## src/rtl/picosoc_bus_arbiter.sv

```systemverilog
// Two-master round-robin arbiter for the PicoRV32 native memory bus.
// One outstanding transfer at a time, with a watchdog that terminates hung transfers.
module picosoc_bus_arbiter #(
  parameter int TIMEOUT_CYCLES = 1023,
  parameter int CNT_W          = 10
) (
  input  logic        clk,
  input  logic        reset,

  input  logic        m0_valid,
  input  logic        m0_instr,
  input  logic [31:0] m0_addr,
  input  logic [31:0] m0_wdata,
  input  logic [3:0]  m0_wstrb,
  output logic        m0_ready,
  output logic [31:0] m0_rdata,

  input  logic        m1_valid,
  input  logic        m1_instr,
  input  logic [31:0] m1_addr,
  input  logic [31:0] m1_wdata,
  input  logic [3:0]  m1_wstrb,
  output logic        m1_ready,
  output logic [31:0] m1_rdata,

  output logic        s_valid,
  output logic        s_instr,
  output logic [31:0] s_addr,
  output logic [31:0] s_wdata,
  output logic [3:0]  s_wstrb,
  input  logic        s_ready,
  input  logic [31:0] s_rdata,

  output logic [1:0]  grant,
  output logic        timeout_pulse
);

  typedef enum logic [1:0] {
    IDLE  = 2'd0,
    BUSY0 = 2'd1,
    BUSY1 = 2'd2
  } state_t;

  localparam bit              WD_EN  = (TIMEOUT_CYCLES > 0);
  localparam int              TMAX_I = (TIMEOUT_CYCLES > 0) ? TIMEOUT_CYCLES - 1 : 0;
  localparam logic [CNT_W-1:0] TMAX  = CNT_W'(TMAX_I);

  state_t           r_state;
  logic             r_last;
  logic [CNT_W-1:0] r_cnt;

  logic        w_busy;
  logic        w_sel1;
  logic        w_mvalid;
  logic        w_timeout;
  logic        w_done;
  logic [31:0] w_rdata;

  assign w_busy    = (r_state == BUSY0) || (r_state == BUSY1);
  assign w_sel1    = (r_state == BUSY1);
  assign w_mvalid  = w_sel1 ? m1_valid : m0_valid;
  // A real s_ready in the final watchdog cycle wins over the timeout.
  assign w_timeout = WD_EN && w_busy && !s_ready && (r_cnt == TMAX);
  assign w_done    = w_busy && (s_ready || w_timeout);
  assign w_rdata   = s_ready ? s_rdata : 32'd0;

  assign s_valid = w_busy && w_mvalid && !w_timeout;
  assign s_instr = w_busy && (w_sel1 ? m1_instr : m0_instr);
  assign s_addr  = w_busy ? (w_sel1 ? m1_addr  : m0_addr)  : 32'd0;
  assign s_wdata = w_busy ? (w_sel1 ? m1_wdata : m0_wdata) : 32'd0;
  assign s_wstrb = w_busy ? (w_sel1 ? m1_wstrb : m0_wstrb) : 4'd0;

  assign m0_ready = (r_state == BUSY0) && w_done;
  assign m1_ready = (r_state == BUSY1) && w_done;
  assign m0_rdata = m0_ready ? w_rdata : 32'd0;
  assign m1_rdata = m1_ready ? w_rdata : 32'd0;

  assign grant         = {r_state == BUSY1, r_state == BUSY0};
  assign timeout_pulse = w_timeout;

  always_ff @(posedge clk or posedge reset) begin
    if (reset) begin
      r_state <= IDLE;
      r_last  <= 1'b1;
      r_cnt   <= '0;
    end else begin
      case (r_state)
        IDLE: begin
          r_cnt <= '0;
          if (m0_valid && m1_valid)
            r_state <= r_last ? BUSY0 : BUSY1;
          else if (m0_valid)
            r_state <= BUSY0;
          else if (m1_valid)
            r_state <= BUSY1;
        end
        BUSY0, BUSY1: begin
          // A master dropping valid early is abandoned without touching fairness.
          if (w_done) begin
            r_last  <= w_sel1;
            r_state <= IDLE;
            r_cnt   <= '0;
          end else if (!w_mvalid) begin
            r_state <= IDLE;
            r_cnt   <= '0;
          end else if (WD_EN && (r_cnt != TMAX)) begin
            r_cnt <= r_cnt + 1'b1;
          end
        end
        default: begin
          r_state <= IDLE;
          r_cnt   <= '0;
        end
      endcase
    end
  end

endmodule

```

## config.mk

```make
export PLATFORM = sky130hd
export DESIGN_NAME = picosoc_bus_arbiter
export DESIGN_NICKNAME = d
export VERILOG_FILES = /design/src/rtl/picosoc_bus_arbiter.sv
export SDC_FILE = /design/constraint.sdc
export NUM_CORES = 1
export LEC_CHECK = 0
export BUFFER_PORTS_ARGS = -buffer_cell sky130_fd_sc_hd__buf_2
export CAP_MARGIN = 20
export CORE_AREA = 2 2 122 124
export CTS_BUF_LIST = sky130_fd_sc_hd__clkbuf_8
export DETAILED_ROUTE_END_ITERATION = 10
export DIE_AREA = 0 0 124 126
export PLACE_DENSITY = 0.55
export SYNTH_ARGS = -nofsm -noshare
export SYNTH_HDL_FRONTEND = slang
export SYNTH_SLANG_ARGS = --single-unit
```

## constraint.sdc

```tcl
create_clock -name clk -period 2.08 [get_ports clk]
set_input_delay 0.104 -clock clk [delete_from_list [all_inputs] [get_ports clk]]
set_output_delay 0.104 -clock clk [all_outputs]
set_load 0.005 [all_outputs]
```

==> metrics.txt, run 1 <==
Die Ht=126 microns; worst path required time=1980 ps; die width=124 microns; FF-to-FF Start=r_state[0]; vias post-DR=3,345; # clock sinks=13; CTS tree=built; worst flop-to-flop path endpoint=r_state[1]; n_diodes=0; clk root buf=clkbuf_8; IO buf count=313; Finished Cell Area=4480 sq um; pwr dens=965 nW/um^2; Flop pwr share=7.4%; overall routing resource usage=12.1%; Avg Cell Area, Syn=7.34 sq um; DRC viols=0; endpoints failing setup=0; layout cell share with drive strength beyond 1=57.3%; Antenna Nets Post-Route=0; WHS Endpoint=r_state[1]; total CTS buffers=3; WL per Instance=13.1 microns; outcome=finished clean; Syn. warnings=0; Worst IR Drop VDD=0.462 mV; hold path cells=2; clock share of power=4.9%; leak pwr=2.51 nW; CTS H-tree lvls=1; total die area=15,600 sq um; DR vias/cell=4.02; gr ovfl total=0; switching power=0.00189 W; hold crit path type=primary input to flip-flop; Rows=44; first-pass GRT wire length=15,300 microns; Post-Route Utilization=31.3%; Nets=830; Post-Syn Nets=516; Slew Viols, Final=0; switch share=43.8%; most common cell after layout, fill and taps aside=buf_2; crit end category=output port; Worst Skew=2.75 ps; Int Pwr=0.00243 W; Bufs on Longest Clock Path=2; starting density of the core=17.2%; min-delay src=m1_valid; fin crit share=97.0%; FF-to-FF setup slack=190 ps; Crit Path Category=flip-flop to output port; Placer Congestion=0.835; largest net degree at the start of global routing=42; Seq/Total Area, Yosys=13.2%; Reg clk slew, reported paths=50 ps; Skew-Pair Late Insertion Delay=240 ps; measured slew at the worst slew-check pin=508 ps; Final Critical Period=2020 ps; DRT iter0 DRCs=94; core area=14,300 sq um; crit path DAT=1910 ps; most frequent cells in the layout=buf_2, nor2b_1, mux2i_1; DP Area=4260 sq um; final hold vios=0; Post-Synthesis Cells=336; Initial DRT Pass Iterations=6; final wirelength=10,900 microns; Gate power share=87.7%; filler cell count=1,580; placed cells=822; Synth Register Bits=13; FMAX=496 MHz; CP startpoint kind=flip-flop; worst-path fanout max=24; worst reg2reg path depth=7; initial antenna violation count=0; Syn Std Cell Area=2470 sq um; hpwl dp=8880 microns; vias in the first global route=3,045; Layout area overhead=81.6%; Yosys cell types=31; Worst slew margin=66.1%; Final Instance Count excl. Fillers=833; boundary pin count=314; maxcap violations=0; RSZ-0062 raised after global routing=true
-- worst max-delay path by stage --
stage                           from      endpoint  slack [ps]  cells past startpoint
after global routing      r_state[0]  m0_rdata[15]         -90                      9
after floorplan           r_state[0]    r_state[1]         270                      7
after detailed placement  r_state[0]   m0_rdata[4]         120                      9
final                     r_state[0]  m0_rdata[13]          60                      9
after CTS                 r_state[0]  m0_rdata[26]         -40                      9
after global placement    r_state[1]   m0_rdata[4]         170                      9
-- per-layer routing --
metal,routed length (microns),GRT usage (%),part of all wire [%],vias to the layer above
met5,0,0,0,-
met4,55,1.06,0.50,0
met3,892,1.22,8.2,2
met2,5450,22.8,50,155
met1,4520,15.3,41,1477
li1,-,-,-,1711
-- Yosys cell counts --
master / n / share of area [%]
buf_4: 3 / 0.91
nand2_1: 36 / 5.5
nand4_1: 1 / 0.25
xor2_1: 2 / 0.71
a41o_1: 1 / 0.41
clkbuf_1: 9 / 1.4
nor2_1: 65 / 9.9
o211ai_4: 2 / 1.7
nor3b_1: 1 / 0.30
a21o_1: 1 / 0.30
xnor2_1: 6 / 2.1
o41ai_1: 1 / 0.36
dfrtp_1: 12 / 12
nand4_2: 1 / 0.51
mux2i_1: 69 / 28
or3_2: 1 / 0.30
and3_2: 1 / 0.30
nor2_2: 12 / 3.0
buf_2: 7 / 1.4
dfstp_2: 1 / 1.1
nand3_1: 3 / 0.61
o21ai_0: 3 / 0.61
nand2b_1: 2 / 0.51
ha_1: 5 / 2.5
and3_1: 2 / 0.51
nor2b_1: 70 / 18
o311ai_0: 1 / 0.36
nor4_4: 1 / 0.86
buf_6: 9 / 4.1
mux2_2: 1 / 0.46
inv_1: 7 / 1.1
-- state kept, by name (all words and copies together) (netlist names) --
signal and count:
r_cnt 10, r_state 2, r_last 1
-- power groups by stage --
| stage | combinational [W] | clock, W | sequential (W) |
|---|---|---|---|
| detailed placement | 0.00358 | 0 | 0.000322 |
| CTS | 0.00378 | 0.000223 | 0.000321 |
| global route | 0.00416 | 0.000240 | 0.000326 |
| finish | 0.00379 | 0.000213 | 0.000320 |
| global placement | 0.00358 | 0 | 0.000323 |
| floorplan | 0.00217 | 0 | 0.000319 |
-- worst max-delay path: stages (launching register included) --
cell,delay (ps)
dfrtp_1,360
inv_2,60
ha_4,260
nand4_1,130
nor4_4,170
buf_4,190
o211ai_4,110
buf_12,180
nor2_1,100
buf_2,120
-- kinds of logic (layout without fill, tap and decap cells) --
group | Yosys count | in the layout | synth area share, %
fa+ha+maj | 5 | 5 | 2.54
simple gates | 196 | 196 | 40.3
buf+inv | 35 | 348 | 8.87
compound gates | 9 | 9 | 3.75
flops | 13 | 13 | 13.2
mux | 70 | 70 | 28.4
xor+xnor | 8 | 8 | 2.84
-- repair_timing --
action,4_1_cts,5_1_grt
gates cloned,2,1
hold buffers,1,0
setup endpoints to repair,71,83
pin swaps,3,1
gates resized for setup,11,10
hold endpoints to repair,12,0
setup buffers,3,0
-- through the flow --
step / setup TNS [ps] / setup slack [ps] / hold WS (ps) / power [W]
final: 0 / 62.4 / 148 / 0.00432
after global routing: -3210 / -88.1 / 162 / 0.00473
after CTS: -575 / -36.8 / 144 / 0.00433
after detailed placement: 0 / 123 / 158 / 0.00390
after global placement: 0 / 170 / 156 / 0.00390
after floorplan: 0 / 267 / -19.8 / 0.00249
-- area by class of cell --
type	instances	area, sq um	share of cell area (%)
Multi-Input combinational cell	288	1980	44.2
Sequential cell	13	327	7.29
Tap cell	184	230	5.14
Inverter	7	26.3	0.586
Clock buffer	3	41.3	0.922
Clock inverter	1	3.75	0.0838
Timing Repair Buffer	337	1870	41.7
Note: power is estimated with default switching activity, not from simulation.
==> run 2, diff against run 1 <==
--- a/config.mk
+++ b/config.mk
@@ -12,6 +12,7 @@
 export DETAILED_ROUTE_END_ITERATION = 10
 export DIE_AREA = 0 0 124 126
 export PLACE_DENSITY = 0.55
+export SETUP_SLACK_MARGIN = 0.1
 export SYNTH_ARGS = -nofsm -noshare
 export SYNTH_HDL_FRONTEND = slang
 export SYNTH_SLANG_ARGS = --single-unit
==> metrics.txt, run 2 (synthesis results as in run 1) <==
max reg flops=10 (unchanged); vias post-DR=3,362 (+0.51%); Worst IR Drop VDD=0.457 mV (-1.1%); boundary pin count=314 (unchanged); fin crit share=97.0% (about the same); outcome=finished clean; WHS Endpoint=r_state[1]; Final Critical Period=2020 ps (-0.310 ps); Reg clk slew, reported paths=50 ps (about the same); hpwl dp=8880 microns (unchanged); initial antenna violation count=0 (unchanged); gr ovfl total=0 (unchanged); min-delay src=m1_valid; WL per Instance=13.1 microns (-0.19%); Worst Skew=2.56 ps (-0.191 ps); multi-input logic area=1990 sq um (+0.57%); overall routing resource usage=12.4% (+0.25 points); CTS H-tree lvls=1 (unchanged); most common cell after layout, fill and taps aside=buf_2; first-pass GRT wire length=15,600 microns (+2.1%); DRT iter0 DRCs=87 (-7.4%); die width=124 microns (unchanged); top flop regs=r_cnt x10, r_state x2, r_last x1; Setup TNS Final=0 ps (unchanged); leak pwr=2.54 nW (+1.1%); Nets=833 (+0.36%); measured slew at the worst slew-check pin=507 ps (-1.08 ps); total CTS buffers=3 (unchanged); crit path DAT=1910 ps (about the same); Post-Route Utilization=31.8% (+0.48 points); pwr dens=984 nW/um^2 (+2.0%); # clock sinks=13 (unchanged); Slew Viols, Final=0 (unchanged); FF-to-FF Start=r_state[0]; Rows=44 (unchanged); Max stage delay cell, worst path=dfrtp_1; vias in the first global route=3,090 (+1.5%); worst path required time=1980 ps (about the same); core area=14,300 sq um (unchanged); FF-to-FF setup slack=200 ps (about the same); Placer Congestion=0.835 (unchanged); filler cell count=1,573 (-0.44%); crit end category=output port; most frequent cells in the layout=buf_2, nor2b_1, mux2i_1; Skew-Pair Late Insertion Delay=230 ps (about the same); Reg with most FFs=r_cnt; RSZ-0062 raised after global routing=true; Finished Cell Area=4550 sq um (+1.5%); DRC viols=0 (unchanged); worst-path fanout max=24 (unchanged); layout cell share with drive strength beyond 1=57.8% (+0.50 points); final wirelength=10,900 microns (+0.16%); CP max stage delay=360 ps (about the same); Worst slew margin=66.2% (+0.072 points); Bufs on Longest Clock Path=2 (unchanged); worst reg2reg path depth=8 (+1); Layout area overhead=84.4%; final hold vios=0 (unchanged); starting density of the core=17.2% (unchanged); total die area=15,600 sq um (unchanged); clk root buf=clkbuf_8; FMAX=496 MHz (about the same); endpoints failing setup=0 (unchanged); DP Area=4260 sq um (unchanged); sequential cell area=327 sq um (unchanged); n_diodes=0 (unchanged); Crit Path Category=flip-flop to output port; Antenna Nets Post-Route=0 (unchanged); largest net degree at the start of global routing=42 (unchanged); Die Ht=126 microns (unchanged); Initial DRT Pass Iterations=6 (unchanged); hold path cells=2 (unchanged); maxcap violations=0 (unchanged); hold crit path type=primary input to flip-flop; CTS tree=built; worst flop-to-flop path endpoint=r_state[0]; worst-path cell chain=inv_2 -> ha_4 -> nand4_1 -> nor4_4 -> buf_4 -> o211ai_4 -> buf_12 -> nor2_1 -> buf_2; power after layout=0.00448 W (+3.6%); IO buf count=313 (unchanged); CP startpoint kind=flip-flop; DR vias/cell=4.02 (+0.15%)
-- run 2: changes by cell type in the layout (fill, tap and decap cells not counted), sizes merged --
cell	before	now
buf	334	338
clkbuf	4	3
-- run 2: what timing repair did --
item | in CTS | in global routing
endpoints found under the hold margin | 12 | 0
hold buffers | 1 | 0
cloned | 4 | 0
gates resized for setup | 13 | 13
pin swaps | 3 | 2
setup buffers | 5 | 0
setup endpoints to repair | 95 | 88
-- run 2: critical path: cells and delay by family (launching register included) --
kind	cells	cell delay, ps
buffers and inverters	4	550
AND/OR/NAND/NOR	3	400
flip-flops	1	360
adder cells (fa/ha/maj)	1	260
AO/OA/AOI/OAI	1	110
-- run 2: layer usage --
layer | GRT usage, % | vias to the layer above | wire, microns
met1 | 15.5 | 1481 | 4460
met5 | 0 | - | 0
met2 | 23.4 | 161 | 5500
li1 | - | 1718 | -
met4 | 1.06 | 0 | 55
met3 | 1.22 | 2 | 917
-- run 2: how the worst max path moves through the flow --
stage | start | end | slack [ps] | cells after the start
2_1_floorplan | r_state[0] | r_state[1] | 270 | 7
3_3_place_gp | r_state[1] | m0_rdata[4] | 170 | 9
3_5_place_dp | r_state[0] | m0_rdata[4] | 120 | 9
4_1_cts | r_state[0] | m0_rdata[26] | -40 | 9
5_1_grt | r_state[0] | m0_rdata[15] | -90 | 9
6_report | r_state[0] | m0_rdata[13] | 60 | 9
-- run 2: power breakdown --
group	internal (W)	switching, W
registers	0.000295	0.0000258
logic	0.00213	0.00182
clock network	0.000130	0.0000829
total	0.00255	0.00193
-- run 2: area by class of cell --
| class | instances | area share (%) |
|---|---|---|
| sequential | 13 | 7.18 |
| tap | 184 | 5.06 |
| inverter | 7 | 0.578 |
| timing repair buffer | 340 | 42.4 |
| multi-input combinational | 288 | 43.8 |
| clock inverter | 1 | 0.0825 |
| clock buffer | 3 | 0.908 |
-- run 2: per-stage QoR --
step	cells	hold WS [ps]	setup WS (ps)
after global routing	836	162	-88.1
final	836	150	62.7
after global placement	822	156	170
after floorplan	336	-19.8	267
after CTS	836	144	-36.8
after detailed placement	822	158	123
==> run 3, diff against run 2 <==
==> constraint.sdc (replaced) <==
create_clock -name clk -period 2.2 [get_ports clk]
set_input_delay 0.11 -clock clk [delete_from_list [all_inputs] [get_ports clk]]
set_output_delay 0.11 -clock clk [all_outputs]
set_load 0.005 [all_outputs]
==> metrics.txt, run 3 (synthesis results as in run 1) <==
outcome=finished clean; CP max stage delay=360 ps (about the same); Bufs on Longest Clock Path=2 (unchanged); worst-path cell chain=inv_2 -> ha_4 -> nand4_1 -> nor4_4 -> buf_4 -> o211ai_4 -> buf_12 -> nor2_2 -> buf_2; hold crit path type=primary input to flip-flop; clk root buf=clkbuf_8; total die area=15,600 sq um (unchanged); boundary pin count=314 (unchanged); max reg flops=10 (unchanged); Die Ht=126 microns (unchanged); Max stage delay cell, worst path=dfrtp_1; Crit Path Category=flip-flop to output port; Worst Skew=1.57 ps (-0.988 ps); Nets=826 (-0.84%); Rows=44 (unchanged); crit path DAT=1970 ps (+60 ps); sequential cell area=327 sq um (unchanged); pwr dens=916 nW/um^2 (-6.9%); fin crit share=94.7%; layout cell share with drive strength beyond 1=57.7% (-0.15 points); final wirelength=11,000 microns (+0.46%); starting density of the core=17.2% (unchanged); multi-input logic area=2000 sq um (+0.31%); CP startpoint kind=flip-flop; overall routing resource usage=12.2% (-0.14 points); most frequent cells in the layout=buf_2, nor2b_1, mux2i_1; crit end category=output port; measured slew at the worst slew-check pin=499 ps (-7.77 ps); core area=14,300 sq um (unchanged); WL per Instance=13.2 microns (+1.3%); Finished Cell Area=4480 sq um (-1.4%); CP Buf/Inv Count=4 (unchanged); n_diodes=0 (unchanged); # clock sinks=13 (unchanged); Final Instance Count excl. Fillers=829 (-0.84%); CTS H-tree lvls=1 (unchanged); total CTS buffers=3 (unchanged); Post-Route Utilization=31.3% (-0.45 points); Layout area overhead=81.7%; RSZ-0062 raised after global routing=true; Reg with most FFs=r_cnt; vias post-DR=3,319 (-1.3%); vias in the first global route=3,032 (-1.9%); final hold vios=0 (unchanged); Antenna Nets Post-Route=0 (unchanged); Worst IR Drop VDD=0.513 mV (+12%); Reg clk slew, reported paths=60 ps (about the same); Final Critical Period=2080 ps; Worst slew margin=66.7% (+0.52 points); largest net degree at the start of global routing=73 (+74%); endpoints failing setup=0 (unchanged); placed cells=818 (-0.49%); Slew Viols, Final=0 (unchanged); Skew-Pair Late Insertion Delay=250 ps (+20 ps); filler cell count=1,574 (+0.064%); gr ovfl total=0 (unchanged); first-pass GRT wire length=15,400 microns (-1.6%); IO buf count=313 (unchanged); leak pwr=2.50 nW (-1.7%); worst path required time=2090 ps (+110 ps); most common cell after layout, fill and taps aside=buf_2; hpwl dp=8670 microns (-2.4%); top flop regs=r_cnt x10, r_state x2, r_last x1; Hold Slack=150 ps (-0.913 ps); Initial DRT Pass Iterations=4 (-2); worst-path fanout max=25 (+4.2%); DR vias/cell=4.00 (-0.45%); DP Area=4220 sq um (-1.0%); CTS tree=built; CP delay by family, top=buffers and inverters; die width=124 microns (unchanged); initial antenna violation count=0 (unchanged); DRC viols=0 (unchanged); Placer Congestion=0.792 (-5.1%); maxcap violations=0 (unchanged); DRT iter0 DRCs=77 (-11%); FMAX=480 MHz
## run 3: layout make-up
type | instances | share of cell area [%]
inverter | 7 | 0.586
multi-input combinational | 288 | 44.6
timing repair buffer | 333 | 41.4
clock inverter | 1 | 0.112
tap | 184 | 5.13
clock buffer | 3 | 0.921
sequential | 13 | 7.28
## run 3: final timing paths
| path | endpoint | startpoint | cells past startpoint | slack, ps |
|---|---|---|---|---|
| worst max register to register | r_state[1] | r_state[0] | 7 | 260 |
| worst min-delay path | r_state[1] | m1_valid | 2 | 150 |
| max in group asynchronous | r_last | reset | 3 | 1420 |
| worst min register to register | r_cnt[0] | r_cnt[0] | 1 | 480 |
| worst max-delay path | m1_rdata[23] | r_state[0] | 9 | 120 |
| min in group asynchronous | r_cnt[5] | reset | 3 | 420 |
## run 3: layer usage
layer | wire length, microns | track usage [%] | part of all wire [%]
met3 | 887 | 1.31 | 8.1
met4 | 36 | 1.39 | 0.33
met5 | 0 | 0 | 0
met1 | 4510 | 15.8 | 41
met2 | 5540 | 22.4 | 50
## run 3: through the flow
stage / total power (W) / setup TNS [ps] / setup slack (ps)
6_report: 0.00411 / 0 / 117
5_1_grt: 0.00449 / -27.7 / -11.4
4_1_cts: 0.00405 / 0 / 19.0
3_5_place_dp: 0.00362 / 0 / 115
3_3_place_gp: 0.00363 / 0 / 161
2_1_floorplan: 0.00235 / 0 / 387
## run 3: timing repair
action	in CTS	in global routing
hold endpoints to repair	12	0
resized for setup	19	9
gates cloned	1	2
setup endpoints to repair	91	91
hold buffers	1	0
pin swaps	8	1
setup buffers	3	0
## run 3: power by group
group,total (W),internal [W],switching (W)
combinational,0.00358,0.00190,0.00169
sequential,0.000301,0.000278,0.0000227
clock,0.000223,0.000126,0.0000972
total,0.00411,0.00230,0.00181
